## config.mk

```make
export PLATFORM = sky130hd
export DESIGN_NAME = mix_columns_seq_flat
export DESIGN_NICKNAME = d
export VERILOG_FILES = /design/src/rtl/aes_mc_pkg.sv /design/src/rtl/mix_columns_seq_if.sv /design/src/rtl/mix_single_column.sv /design/src/rtl/mul3.sv /design/src/rtl/xtimes.sv /design/src/rtl/mix_columns_seq.sv /design/src/flat_wrapper.sv
export SDC_FILE = /design/constraint.sdc
export NUM_CORES = 1
export LEC_CHECK = 0
export ABC_AREA = 0
export CAP_MARGIN = 10
export CORE_ASPECT_RATIO = 2
export CORE_MARGIN = 2
export CORE_UTILIZATION = 40
export CTS_BUF_LIST = sky130_fd_sc_hd__clkbuf_16
export DETAILED_ROUTE_END_ITERATION = 8
export GPL_ROUTABILITY_DRIVEN = 0
export PLACE_DENSITY_LB_ADDON = 0.3
export SLEW_MARGIN = 10
export SYNTH_ARGS = -nofsm -noshare
export SYNTH_HDL_FRONTEND = slang
export SYNTH_SLANG_ARGS = --single-unit
```

## constraint.sdc

```tcl
create_clock -name clk -period 2.3 [get_ports clk]
set_input_delay 0.23 -clock clk [delete_from_list [all_inputs] [get_ports clk]]
set_output_delay 0.23 -clock clk [all_outputs]
set_load 0.005 [all_outputs]
```

## src/rtl/aes_mc_pkg.sv

```systemverilog
// rtl/aes_mc_pkg.sv - shared sizes, FSM encoding and column slicing for mix_columns_seq
package aes_mc_pkg;
  localparam int NUM_COLS = 4;
  localparam int COL_W    = 32;
  localparam int STATE_W  = 128;
  localparam int CNT_W    = $clog2(NUM_COLS);

  typedef enum logic [1:0] {
    IDLE = 2'd0,
    BUSY = 2'd1,
    DONE = 2'd2
  } mc_state_e;

  // MSB index of column c; column 0 occupies the top 32 bits of the state
  function automatic int col_hi(input int c);
    return STATE_W - 1 - COL_W * c;
  endfunction
endpackage

```

## src/rtl/mix_columns_seq_if.sv

```systemverilog
// rtl/mix_columns_seq_if.sv - input/output handshakes of mix_columns_seq (inv_mode with INV_MIX_COLUMNS_EN)
interface mix_columns_seq_if;
  import aes_mc_pkg::*;

  logic               in_valid;
  logic               in_ready;
  logic [STATE_W-1:0] in_state;
  logic               out_valid;
  logic               out_ready;
  logic [STATE_W-1:0] out_state;
`ifdef INV_MIX_COLUMNS_EN
  logic               inv_mode;

  modport master (output in_valid, in_state, out_ready, inv_mode,
                  input  in_ready, out_valid, out_state);
  modport slave  (input  in_valid, in_state, out_ready, inv_mode,
                  output in_ready, out_valid, out_state);
`else
  modport master (output in_valid, in_state, out_ready,
                  input  in_ready, out_valid, out_state);
  modport slave  (input  in_valid, in_state, out_ready,
                  output in_ready, out_valid, out_state);
`endif
endinterface

```

## src/rtl/mix_single_column.sv

```systemverilog
// rtl/mix_single_column.sv - combinational MixColumns of one column; inverse coefficients with INV_MIX_COLUMNS_EN
module mix_single_column (
  input  logic [31:0] col,
`ifdef INV_MIX_COLUMNS_EN
  input  logic        inv,
`endif
  output logic [31:0] mixed
);
  logic [7:0] a  [4];
  logic [7:0] x2 [4];
  logic [7:0] x3 [4];
  logic [31:0] fwd;

  for (genvar i = 0; i < 4; i++) begin : g_byte
    assign a[i] = col[31-8*i -: 8];
    xtimes u_x2 (.a(a[i]), .y(x2[i]));
    mul3   u_x3 (.a(a[i]), .y(x3[i]));
  end

  assign fwd = {x2[0] ^ x3[1] ^ a[2]  ^ a[3],
                a[0]  ^ x2[1] ^ x3[2] ^ a[3],
                a[0]  ^ a[1]  ^ x2[2] ^ x3[3],
                x3[0] ^ a[1]  ^ a[2]  ^ x2[3]};

`ifdef INV_MIX_COLUMNS_EN
  logic [7:0] x4 [4];
  logic [7:0] x8 [4];
  logic [7:0] m9 [4];
  logic [7:0] mb [4];
  logic [7:0] md [4];
  logic [7:0] me [4];
  logic [31:0] inv_col;

  // 9, b, d, e assembled from the 2/4/8 xtimes chain
  for (genvar i = 0; i < 4; i++) begin : g_inv
    xtimes u_x4 (.a(x2[i]), .y(x4[i]));
    xtimes u_x8 (.a(x4[i]), .y(x8[i]));
    assign m9[i] = x8[i] ^ a[i];
    assign mb[i] = x8[i] ^ x2[i] ^ a[i];
    assign md[i] = x8[i] ^ x4[i] ^ a[i];
    assign me[i] = x8[i] ^ x4[i] ^ x2[i];
  end

  assign inv_col = {me[0] ^ mb[1] ^ md[2] ^ m9[3],
                    m9[0] ^ me[1] ^ mb[2] ^ md[3],
                    md[0] ^ m9[1] ^ me[2] ^ mb[3],
                    mb[0] ^ md[1] ^ m9[2] ^ me[3]};
  assign mixed = inv ? inv_col : fwd;
`else
  assign mixed = fwd;
`endif
endmodule

```

## src/rtl/mul3.sv

```systemverilog
// rtl/mul3.sv - GF(2^8) multiply by 3 (xtimes(a) ^ a)
module mul3 (
  input  logic [7:0] a,
  output logic [7:0] y
);
  assign y = {a[6:0], 1'b0} ^ (a[7] ? 8'h1b : 8'h00) ^ a;
endmodule

```

## src/rtl/xtimes.sv

```systemverilog
// rtl/xtimes.sv - GF(2^8) multiply by 2 with reduction polynomial 0x11B
module xtimes (
  input  logic [7:0] a,
  output logic [7:0] y
);
  assign y = {a[6:0], 1'b0} ^ (a[7] ? 8'h1b : 8'h00);
endmodule

```

## src/rtl/mix_columns_seq.sv

```systemverilog
// rtl/mix_columns_seq.sv - column-serial AES MixColumns, one column per cycle; INV_MIX_COLUMNS_EN adds inv_mode
module mix_columns_seq
  import aes_mc_pkg::*;
(
  input  logic              clk,
  input  logic              rst_n,
  mix_columns_seq_if.slave  bus
);
  mc_state_e          state_q, state_d;
  logic [CNT_W-1:0]   cnt_q;
  logic [STATE_W-1:0] work_q;
  logic [COL_W-1:0]   col_in, col_out;
  logic               last_col;
  logic               in_ready_c, out_valid_c;

  assign last_col = (cnt_q == CNT_W'(NUM_COLS - 1));
  assign col_in   = work_q[col_hi(int'(cnt_q)) -: COL_W];

`ifdef INV_MIX_COLUMNS_EN
  logic inv_q;

  mix_single_column u_mix (.col(col_in), .inv(inv_q), .mixed(col_out));
`else
  mix_single_column u_mix (.col(col_in), .mixed(col_out));
`endif

  always_ff @(posedge clk or negedge rst_n) begin
    if (!rst_n) state_q <= IDLE;
    else        state_q <= state_d;
  end

  always_comb begin
    state_d     = state_q;
    in_ready_c  = 1'b0;
    out_valid_c = 1'b0;
    case (state_q)
      IDLE: begin
        in_ready_c = 1'b1;
        if (bus.in_valid) state_d = BUSY;
      end
      BUSY: if (last_col) state_d = DONE;
      DONE: begin
        out_valid_c = 1'b1;
        if (bus.out_ready) state_d = IDLE;
      end
      default: state_d = IDLE;
    endcase
  end

  // each BUSY cycle overwrites the column just mixed in place
  always_ff @(posedge clk or negedge rst_n) begin
    if (!rst_n) begin
      cnt_q  <= '0;
      work_q <= '0;
`ifdef INV_MIX_COLUMNS_EN
      inv_q  <= 1'b0;
`endif
    end else begin
      case (state_q)
        IDLE: if (bus.in_valid) begin
          work_q <= bus.in_state;
          cnt_q  <= '0;
`ifdef INV_MIX_COLUMNS_EN
          inv_q  <= bus.inv_mode;
`endif
        end
        BUSY: begin
          work_q[col_hi(int'(cnt_q)) -: COL_W] <= col_out;
          cnt_q <= last_col ? '0 : cnt_q + CNT_W'(1);
        end
        default: ;
      endcase
    end
  end

  assign bus.in_ready  = in_ready_c;
  assign bus.out_valid = out_valid_c;
  assign bus.out_state = work_q;
endmodule

```

## src/flat_wrapper.sv

```systemverilog
// flat-port wrapper written by rule: the top's interface ports become plain ports
module mix_columns_seq_flat import aes_mc_pkg::*;
  (clk, rst_n, bus_in_valid, bus_in_state, bus_out_ready, bus_in_ready, bus_out_valid, bus_out_state);
  mix_columns_seq_if bus_i ();
  input  logic clk;
  input  logic rst_n;
  input wire logic [$bits(bus_i.in_valid)-1:0] bus_in_valid;
  input wire logic [$bits(bus_i.in_state)-1:0] bus_in_state;
  input wire logic [$bits(bus_i.out_ready)-1:0] bus_out_ready;
  output wire logic [$bits(bus_i.in_ready)-1:0] bus_in_ready;
  output wire logic [$bits(bus_i.out_valid)-1:0] bus_out_valid;
  output wire logic [$bits(bus_i.out_state)-1:0] bus_out_state;
  assign bus_i.in_valid = bus_in_valid;
  assign bus_i.in_state = bus_in_state;
  assign bus_i.out_ready = bus_out_ready;
  assign bus_in_ready = bus_i.in_ready;
  assign bus_out_valid = bus_i.out_valid;
  assign bus_out_state = bus_i.out_state;
  mix_columns_seq u_core (.clk(clk), .rst_n(rst_n), .bus(bus_i));
endmodule
```

==> impl_metrics.py <==
metrics = {
    "worst_setup_path": {
        "cp_cell_sequence": "buf_12 -> mux4_2 -> buf_6 -> xor3_1 -> xnor3_2 -> o221ai_2",
        "cp.arrival_ns": 2.79,
        "required_ns": 2.65,
        "worst-setup-path-type": "reg2reg",
        "cp_max_fo": 11,
        "crit_path_end_kind": "flip-flop",
        "startpoint_type": "flip-flop",
        "cp_slowest_cell": "mux4_2",
        "cp_slowest_stage_delay_ns": 0.56,
    },
    "timing": {
        "worstMarginPinSlew_ns": 0.492,
        "period_share_pct": 106,
        "finalHoldViolCount": 0,
        "skew_ns": 0.0159,
        "period_needed_ns": 2.45,
        "fmax_mhz": 409,
        "finalSetupViolCount": 127,
        "rsz0062_at_grt": "yes",
        "slew_violations": 0,
        "slew_headroom_pct": 67.2,
        "finalWorstSetupSlack_ns": -0.147,
    },
    "yosys": {
        "syn_nets": 852,
        "synth_ff_type": "dfrtp_1",
        "netlist_instances": 716,
        "synth_commonest_cells": "nand2_1 (261), dfrtp_1 (132), o221ai_1 (112)",
        "yosysSeqAreaShare_pct": 40.9,
        "synth_seq_cells": 132,
        "yosysMostFrequentCell": "nand2_1",
        "synth_edf_count": 0,
        "yosysWarnings": 0,
        "syn_area_per_cell_um2": 11.3,
        "yosysUniqueCellTypes": 30,
        "async_reset_ff_share_pct": 100,
        "synth_area_mm2": 0.00808,
        "synthTopCellsByArea": "dfrtp_1 (41%), o221ai_1 (12%), nand2_1 (12%)",
        "yosysTopAreaCellShare_pct": 40.9,
        "synth_top_area_cell": "dfrtp_1",
    },
    "route": {
        "first_pass_iters": 6,
        "vias": 7547,
        "postRouteAntennaNets": 0,
        "via_per_inst": 5.84,
        "drc_errors": 0,
        "routed_wl_mm": 31.5,
        "drt-initial-drc-count": 601,
        "wire_per_inst_um": 24.4,
    },
    "floorplanning": {
        "dieArea_mm2": 0.0214,
        "die_x_um": 104,
        "die_h_um": 205,
        "io_pins": 262,
        "coreArea_mm2": 0.0198,
        "std_cell_rows": 73,
        "start_util_pct": 40.8,
    },
    "clocking": {
        "cts_tree": "built",
        "cts_root_buffer": "clkbuf_16",
        "cts_buffers": 17,
        "path_clk_slew_ns": 0.06,
        "clock_latency_ns": 0.44,
        "max-clock-path-buffers": 2,
        "numClockSinks": 132,
        "htree_num_levels": 4,
    },
    "hold_path": {
        "min_path_type": "in2async",
    },
    "status": {
        "status": "finished, violations left",
        "violations": "setup timing",
    },
    "finish": {
        "nNetsFinal": 1155,
        "multi_input_area_mm2": 0.00496,
        "seq_area_mm2": 0.00331,
        "area_growth_pct": 56.4,
        "drive_above_1_share_pct": 25.4,
        "stdcell_count": 1293,
        "fillerInstances": 1553,
    },
    "placed_design": {
        "dp_cells": 1240,
        "dp_hpwl_mm": 23.1,
        "port_buffers": 261,
    },
    "grt": {
        "antenna_found_initial": 1,
        "grt_max_degree": 71,
        "gr-usage-all-layers_pct": 29.2,
        "grt_pass1_wl_mm": 46.5,
        "grt_pass1_vias": 7772,
        "overflow": 0,
    },
    "run": {
        "drv_cap": 0,
    },
}
## worst paths after layout
kind / startpoint / to / slack, ns / depth (start not counted)
setup / recovery: u_core.cnt_q[0] / u_core.bus.out_state[115] / -0.15 / 6
hold / removal: rst_n / u_core.bus.out_state[32] / 0.31 / 2
setup reg to reg: u_core.cnt_q[0] / u_core.bus.out_state[115] / -0.15 / 6
hold reg to reg: u_core.bus.out_state[50] / u_core.bus.out_state[50] / 0.52 / 2
max in group asynchronous: rst_n / u_core.bus.out_state[79] / 1.28 / 3
min in group clk: bus_in_state[93] / u_core.bus.out_state[93] / 0.38 / 3
## cells in the final DEF, fill, tap and decap left out, drive strengths merged, types with 3 or more instances in the layout
cell and n:
nand2 261, clkdlybuf4s50 260, dfrtp 132, o221ai 128, buf 87, xnor3 39
mux4 32, xnor2 19, clkbuf 17, xor2 10, clkinv 7, xor3 5
a21o 4, ha 4, clkinvlp 4, inv 3
## flip-flops by register name (all words and copies together), names as in the netlist
signal and count:
u_core.cnt_q 2, u_core.state_q 2, u_core.bus.out_state 128
## cell families (layout without fill, tap and decap cells)
kind of cell	Yosys count	after routing	synth area share [%]
AND/OR/NAND/NOR	271	271	12.8
AO/OA/AOI/OAI	137	137	16.0
flip-flops	132	132	40.9
XOR/XNOR	73	73	17.3
buffers and inverters	67	381	3.50
multiplexers	32	32	8.92
adder cells (fa/ha/maj)	4	4	0.620
other	0	1	0
## timing repair
item                       in CTS  in global routing
hold endpoints to repair       47                  0
setup endpoints to repair     117                128
hold buffers                    1                  0
gates resized for setup        47                 48
pin swaps                       7                  7
gates cloned                    0                  0
buffers inserted               17                  4
## metal layers
layer	up-vias	routed length, um	track usage [%]	share of wire, %
li1	3273	-	-	-
met4	0	1830	17.8	5.8
met3	103	1790	4.93	5.7
met1	3754	10400	30.8	33
met2	417	17500	53.8	56
met5	-	0	0	0
## cell type report
type	instances	area share (%)
Timing Repair Buffer	348	27.4
Tap cell	262	2.59
Clock inverter	13	1.10
Antenna cell	1	0.0198
Sequential cell	132	26.2
Clock buffer	17	3.37
Multi-Input combinational cell	517	39.2
Inverter	3	0.0891
## critical path, delay by kind of cell, from the launching register on
family	cells	cell delay [ns]
flip-flops	1	0.44
multiplexers	1	0.56
AO/OA/AOI/OAI	1	0.21
buffers and inverters	2	0.33
XOR/XNOR	2	0.80
## metrics by stage
stage | util [%] | worst slack, ns | cell area, um2 | setup TNS [ns] | hold WS (ns)
global placement | 57.5 | -0.152 | 11400 | -5.95 | 0.208
global route | 63.7 | -0.199 | 12600 | -16.36 | 0.356
floorplan | - | 0.0261 | 8090 | 0 | -0.0656
detailed placement | 57.5 | -0.190 | 11400 | -9.55 | 0.211
CTS | 62.2 | -0.152 | 12300 | -6.57 | 0.328
finish | 63.7 | -0.147 | 12600 | -9.13 | 0.314
Power is left out: the tool's default activity adds up to more than one toggle a clock period on the data nets, which glitch-free logic cannot reach.
